--- src/rtl/alu_sched_pkg.sv ---
// +--------------------------------------------------------------------+
// | alu_sched_pkg : shared ALU op codes, FSM states and flag indices    |
// | Revision 1.0                                                        |
// +--------------------------------------------------------------------+
`default_nettype none

package alu_sched_pkg;

  localparam logic [1:0] ALU_ADD = 2'd0;
  localparam logic [1:0] ALU_SUB = 2'd1;
  localparam logic [1:0] ALU_AND = 2'd2;
  localparam logic [1:0] ALU_XOR = 2'd3;

  localparam int ZF = 2;
  localparam int SF = 1;
  localparam int OF = 0;

  typedef enum logic [1:0] {
    S_IDLE = 2'd0,
    S_EXEC = 2'd1,
    S_RESP = 2'd2
  } state_t;

endpackage

`default_nettype wire

--- src/rtl/alu_sched_alu_core.sv ---
// +--------------------------------------------------------------------+
// | alu_core : combinational W-bit add/sub/and/xor with {ZF,SF,OF}      |
// | Revision 1.0                                                        |
// +--------------------------------------------------------------------+
`default_nettype none

module alu_core
  import alu_sched_pkg::*;
#(
  parameter int W = 64
) (
  input  logic [1:0]   ifun,
  input  logic [W-1:0] a,
  input  logic [W-1:0] b,
  output logic [W-1:0] result,
  output logic [2:0]   flags
);

  logic [W-1:0] w_sum;
  logic [W-1:0] w_diff;
  logic         w_of;

  assign w_sum  = a + b;
  assign w_diff = a - b;

  always_comb begin
    result = w_sum;
    w_of   = 1'b0;
    case (ifun)
      ALU_ADD: begin
        result = w_sum;
        w_of   = (a[W-1] == b[W-1]) && (w_sum[W-1] != a[W-1]);
      end
      ALU_SUB: begin
        result = w_diff;
        w_of   = (a[W-1] != b[W-1]) && (w_diff[W-1] != a[W-1]);
      end
      ALU_AND: result = a & b;
      default: result = a ^ b;
    endcase
  end

  always_comb begin
    flags     = 3'b000;
    flags[ZF] = (result == '0);
    flags[SF] = result[W-1];
    flags[OF] = w_of;
  end

endmodule

`default_nettype wire

--- src/rtl/alu_sched.sv ---
// +--------------------------------------------------------------------+
// | alu_sched : round-robin sequencer for the shared ALU, owns cc reg.  |
// | Define ALU_SCHED_FASTRSP_EN for the 1-cycle (no EXEC) variant.      |
// | Revision 1.0                                                        |
// +--------------------------------------------------------------------+
`default_nettype none

module alu_sched
  import alu_sched_pkg::*;
#(
  parameter int         W      = 64,
  parameter logic [2:0] CC_RST = 3'b100
) (
  input  logic         clk,
  input  logic         rst,
  input  logic [1:0]   req_valid,
  output logic [1:0]   req_ready,
  input  logic [1:0]   req0_ifun,
  input  logic [W-1:0] req0_a,
  input  logic [W-1:0] req0_b,
  input  logic         req0_setcc,
  input  logic [1:0]   req1_ifun,
  input  logic [W-1:0] req1_a,
  input  logic [W-1:0] req1_b,
  input  logic         req1_setcc,
  output logic         rsp_valid,
  input  logic         rsp_ready,
  output logic         rsp_id,
  output logic [W-1:0] rsp_result,
  output logic [2:0]   rsp_flags,
  output logic [2:0]   cc
);

  state_t       r_state;
  state_t       w_next;
  logic         r_rr_ptr;
  logic         r_setcc;
  logic         w_gnt_valid;
  logic         w_gnt_id;
  logic         w_accept;
  logic [1:0]   w_sel_ifun;
  logic [W-1:0] w_sel_a;
  logic [W-1:0] w_sel_b;
  logic         w_sel_setcc;
  logic [1:0]   w_alu_ifun;
  logic [W-1:0] w_alu_a;
  logic [W-1:0] w_alu_b;
  logic [W-1:0] w_alu_result;
  logic [2:0]   w_alu_flags;
  logic         w_rsp_load;
  logic         w_load_id;

  // Contention goes to rr_ptr; a lone requester always wins.
  always_comb begin
    w_gnt_valid = |req_valid;
    case (req_valid)
      2'b10:   w_gnt_id = 1'b1;
      2'b11:   w_gnt_id = r_rr_ptr;
      default: w_gnt_id = 1'b0;
    endcase
  end

  assign w_accept    = (r_state == S_IDLE) && w_gnt_valid;
  assign req_ready   = w_accept ? (w_gnt_id ? 2'b10 : 2'b01) : 2'b00;
  assign w_sel_ifun  = w_gnt_id ? req1_ifun  : req0_ifun;
  assign w_sel_a     = w_gnt_id ? req1_a     : req0_a;
  assign w_sel_b     = w_gnt_id ? req1_b     : req0_b;
  assign w_sel_setcc = w_gnt_id ? req1_setcc : req0_setcc;

`ifdef ALU_SCHED_FASTRSP_EN
  localparam state_t c_after_accept = S_RESP;

  // Live request fields feed the ALU; the accept edge captures the result.
  assign w_alu_ifun = w_sel_ifun;
  assign w_alu_a    = w_sel_a;
  assign w_alu_b    = w_sel_b;
  assign w_rsp_load = w_accept;
  assign w_load_id  = w_gnt_id;
`else
  localparam state_t c_after_accept = S_EXEC;

  logic [1:0]   r_ifun;
  logic [W-1:0] r_a;
  logic [W-1:0] r_b;
  logic         r_id;

  always_ff @(posedge clk or posedge rst) begin
    if (rst) begin
      r_ifun <= ALU_ADD;
      r_a    <= '0;
      r_b    <= '0;
      r_id   <= 1'b0;
    end else if (w_accept) begin
      r_ifun <= w_sel_ifun;
      r_a    <= w_sel_a;
      r_b    <= w_sel_b;
      r_id   <= w_gnt_id;
    end
  end

  assign w_alu_ifun = r_ifun;
  assign w_alu_a    = r_a;
  assign w_alu_b    = r_b;
  assign w_rsp_load = (r_state == S_EXEC);
  assign w_load_id  = r_id;
`endif

  alu_core #(.W(W)) u_alu_core (
    .ifun   (w_alu_ifun),
    .a      (w_alu_a),
    .b      (w_alu_b),
    .result (w_alu_result),
    .flags  (w_alu_flags)
  );

  always_ff @(posedge clk or posedge rst) begin
    if (rst) r_state <= S_IDLE;
    else     r_state <= w_next;
  end

  always_comb begin
    w_next = r_state;
    case (r_state)
      S_IDLE:  if (w_accept) w_next = c_after_accept;
      S_EXEC:  w_next = S_RESP;
      S_RESP:  if (rsp_ready) w_next = S_IDLE;
      default: w_next = S_IDLE;
    endcase
  end

  always_ff @(posedge clk or posedge rst) begin
    if (rst) begin
      r_rr_ptr   <= 1'b0;
      r_setcc    <= 1'b0;
      rsp_valid  <= 1'b0;
      rsp_id     <= 1'b0;
      rsp_result <= '0;
      rsp_flags  <= 3'b000;
      cc         <= CC_RST;
    end else begin
      if (w_accept) begin
        r_rr_ptr <= ~w_gnt_id;
        r_setcc  <= w_sel_setcc;
      end
      if (w_rsp_load) begin
        rsp_valid  <= 1'b1;
        rsp_id     <= w_load_id;
        rsp_result <= w_alu_result;
        rsp_flags  <= w_alu_flags;
      end else if ((r_state == S_RESP) && rsp_ready) begin
        rsp_valid <= 1'b0;
        if (r_setcc) cc <= rsp_flags;
      end
    end
  end

endmodule

`default_nettype wire

--- config.mk ---
export PLATFORM = sky130hd
export DESIGN_NAME = alu_sched
export DESIGN_NICKNAME = d
export VERILOG_FILES = /design/src/rtl/alu_sched_pkg.sv /design/src/rtl/alu_sched_alu_core.sv /design/src/rtl/alu_sched.sv
export SDC_FILE = /design/constraint.sdc
export NUM_CORES = 1
export LEC_CHECK = 0
export BUFFER_PORTS_ARGS = -buffer_cell sky130_fd_sc_hd__buf_2
export CAP_MARGIN = 20
export CORE_UTILIZATION = 55
export DETAILED_ROUTE_END_ITERATION = 6
export PLACE_DENSITY = 0.78
export SETUP_SLACK_MARGIN = 0.1
export SLEW_MARGIN = 10
export SYNTH_ARGS = -nofsm -noshare
export SYNTH_HDL_FRONTEND = slang
export SYNTH_SLANG_ARGS = --single-unit
--- constraint.sdc ---
create_clock -name clk -period 8.3 [get_ports clk]
set_input_delay 1.245 -clock clk [delete_from_list [all_inputs] [get_ports clk]]
set_output_delay 1.245 -clock clk [all_outputs]
set_load 0.005 [all_outputs]
==> flow_metrics.env <==
export IMPL_synth_seq_cells=206
export IMPL_ys_flop_type="dfrtp_1"
export IMPL_worst_slack_ns=2.81
export IMPL_reg2reg_depth=15
export IMPL_finalCriticalPeriod_ns=5.49
export IMPL_worstSetupPathDepth=15
export IMPL_core_um2=32800
export IMPL_ys_warn_count=0
export IMPL_cts_sinks=206
export IMPL_clk_pin_slew_ns=0.06
export IMPL_antenna_found_initial=1
export IMPL_synth_edff_count=0
export IMPL_dp_worst_setup_slack_ns=3.06
export IMPL_crit_family="simple AND/OR/NAND/NOR gates"
export IMPL_die_w_um=185
export IMPL_finalMaxSlewViolations=0
export IMPL_die_area_um2=34300
export IMPL_path_buf_inv=1
export IMPL_hpwl_um=58000
export IMPL_first_global_vias=19300
export IMPL_syn_nets=2743
export IMPL_tightestPinTransition_ns=1.01
export IMPL_synth_commonest_cells="257 x inv_1, 205 x dfrtp_1, 198 x nand2_1"
export IMPL_antenna_cells=0
export IMPL_maxCapViolCount=0
export IMPL_clock_path_buffers=3
export IMPL_path_cells="inv_1 -> ha_1 -> nand2_2 -> or3_1 -> or4_1 -> a21oi_2 -> or2_1 -> a211oi_1 -> xnor2_1 -> a222oi_1 -> nand4_1 -> or4_1 -> nor4_1 -> nand4_1 -> o31ai_2"
export IMPL_synth_top_area_cell="dfrtp_1"
export IMPL_drive_gt1_frac=0.191
export IMPL_post_route_util=0.646
export IMPL_vias=21100
export IMPL_fin_nets=2975
export IMPL_first_pass_iters=7
export IMPL_placementRows=66
export IMPL_worstSkewPairLatency_ns=0.54
export IMPL_whs_path_depth=2
export IMPL_yosysSeqAreaShare=0.279
export IMPL_r2r_end="rsp_flags[2]"
export IMPL_finalNonFillerCells=3037
export IMPL_synth_cell_types=95
export IMPL_drc=84
export IMPL_timing_slew_headroom=0.318
export IMPL_violations="DRC"
export IMPL_yosys_top_cells_area="dfrtp_1 28%, ha_1 8.7%, a222oi_1 7.3%, inv_1 5.2%, a21oi_1 4.9%"
export IMPL_syn_inst=2346
export IMPL_htree_levels=1
export IMPL_fmax_mhz=182
export IMPL_slowest_delay_ns=0.70
export IMPL_rsz0062_at_grt="false"
export IMPL_crit_path_max_fanout=17
export IMPL_crit_type="reg -> reg"
export IMPL_grt_pass1_wl_um=114000
export IMPL_hold_path_end="rsp_id"
export IMPL_grt_max_degree=87
export IMPL_arrival_ns=5.94
export IMPL_drt_iter0_markers=3748
export IMPL_synth_most_common_cell="inv_1"
export IMPL_rr_startpoint="r_b[26]"
export IMPL_required_ns=8.75
export IMPL_start_util=0.564
export IMPL_tns_ns=0
export IMPL_clockRootBuffer="clkbuf_16"
export IMPL_cts_hold_buf=0
export IMPL_synthArstFlopShare=1.00
export IMPL_wl_per_cell_um=25.1
export IMPL_routed_wl_um=76300
export IMPL_grt_remaining_overflow=0
export IMPL_skew_ns=0.00926
export IMPL_area_growth_synth_to_final_pct=14.5
export IMPL_cts_buffers=24
export IMPL_critPathLaunchType="flop"
export IMPL_place_inst=2992
export IMPL_post_cts_buffers=0
export IMPL_io_buffers=340
export IMPL_place_gp_congestion=1.08
export IMPL_cts_resized=0
export IMPL_cp_slowest_cell="ha_1"
export IMPL_track_usage=0.435
export IMPL_cts_tree="built"
export IMPL_viasPerCell=6.95
export IMPL_status="complete, but fails checks"
export IMPL_hold_viol=0
export IMPL_fillers=2858
export IMPL_crit_path_end_kind="flop"
export IMPL_synth_top_cell_area_share=0.278
export IMPL_regToRegSetupSlack_ns=2.81
export IMPL_antenna_left=0
export IMPL_io_pins=341
export IMPL_avgSynthCellArea_um2=7.88
export IMPL_min_from="r_id"
export IMPL_netlist_area_um2=18500
export IMPL_setup_viol=0
export IMPL_min_path_type="reg -> reg"
export IMPL_fin_crit_sh=0.661
export IMPL_die_h_um=185
## worst max-delay path by stage
stage,from,endpoint,slack [ns]
floorplan,rst,cc[0],1.43
global placement,r_a[26],rsp_flags[2],3.04
finish,r_b[26],rsp_flags[2],2.81
CTS,r_a[26],rsp_flags[2],3.01
global route,r_b[0],rsp_flags[2],2.76
detailed placement,r_a[26],rsp_flags[2],3.06
## cell families after synthesis
group           after synthesis  synth area share
compound gates              805             0.310
simple gates                656             0.170
buf+inv                     431            0.0893
flops                       206             0.279
fa+ha+maj                   130            0.0888
mux                          66            0.0389
xor+xnor                     52            0.0246
## per-stage QoR
step / hold WS (ns) / instance area (um^2)
final: 0.469 / 21200
after floorplan: 0.439 / 18500
after global placement: 0.454 / 20300
after detailed placement: 0.465 / 20300
after global routing: 0.496 / 21200
after CTS: 0.474 / 21200
## sequential cells by signal (all words and copies together) (netlist names)
| name | count |
|---|---|
| r_a | 64 |
| r_b | 64 |
| rsp_result | 63 |
| cc | 3 |
| rsp_flags | 3 |
| r_ifun | 2 |
| r_state | 2 |
| r_id | 1 |
| r_rr_ptr | 1 |
| r_setcc | 1 |
| rsp_id | 1 |
| rsp_valid | 1 |
## per-layer routing
layer / track usage / up-vias / wire (um)
li1: - / 9219 / -
met1: 0.619 / 10000 / 31600
met2: 0.615 / 1643 / 31300
met3: 0.141 / 209 / 10800
met4: 0.134 / 2 / 2500
met5: 0 / - / 17
## final cells by class
type	count	area (um^2)	area share
clock buffer	31	667	0.0315
clock inverter	12	140	0.00662
inverter	267	1010	0.0477
multi-input combinational	1709	11700	0.553
sequential	206	5160	0.244
tap	442	553	0.0261
timing repair buffer	370	1920	0.0909
## tightest hold or removal path, cell delays in order, from the launching register on
cell and delay [ns]:
dfrtp_1 0.34, nand2_1 0.05, nand2_1 0.05
## cell usage in the layout (no fill, tap or decap), types with 37 or more instances in the layout
master    count
nor2_1      163
a222oi_1    134
nand4_1      37
nor3_1       59
nand3_1      49
o21ai_0     140
xnor2_1      44
a21oi_1     179
dfrtp_1     203
o31ai_1      46
nand2_1     198
buf_2       340
inv_1       255
ha_1        128
Power is left out: the tool's default activity adds up to more than one toggle a clock period on the data nets, which glitch-free logic cannot reach.
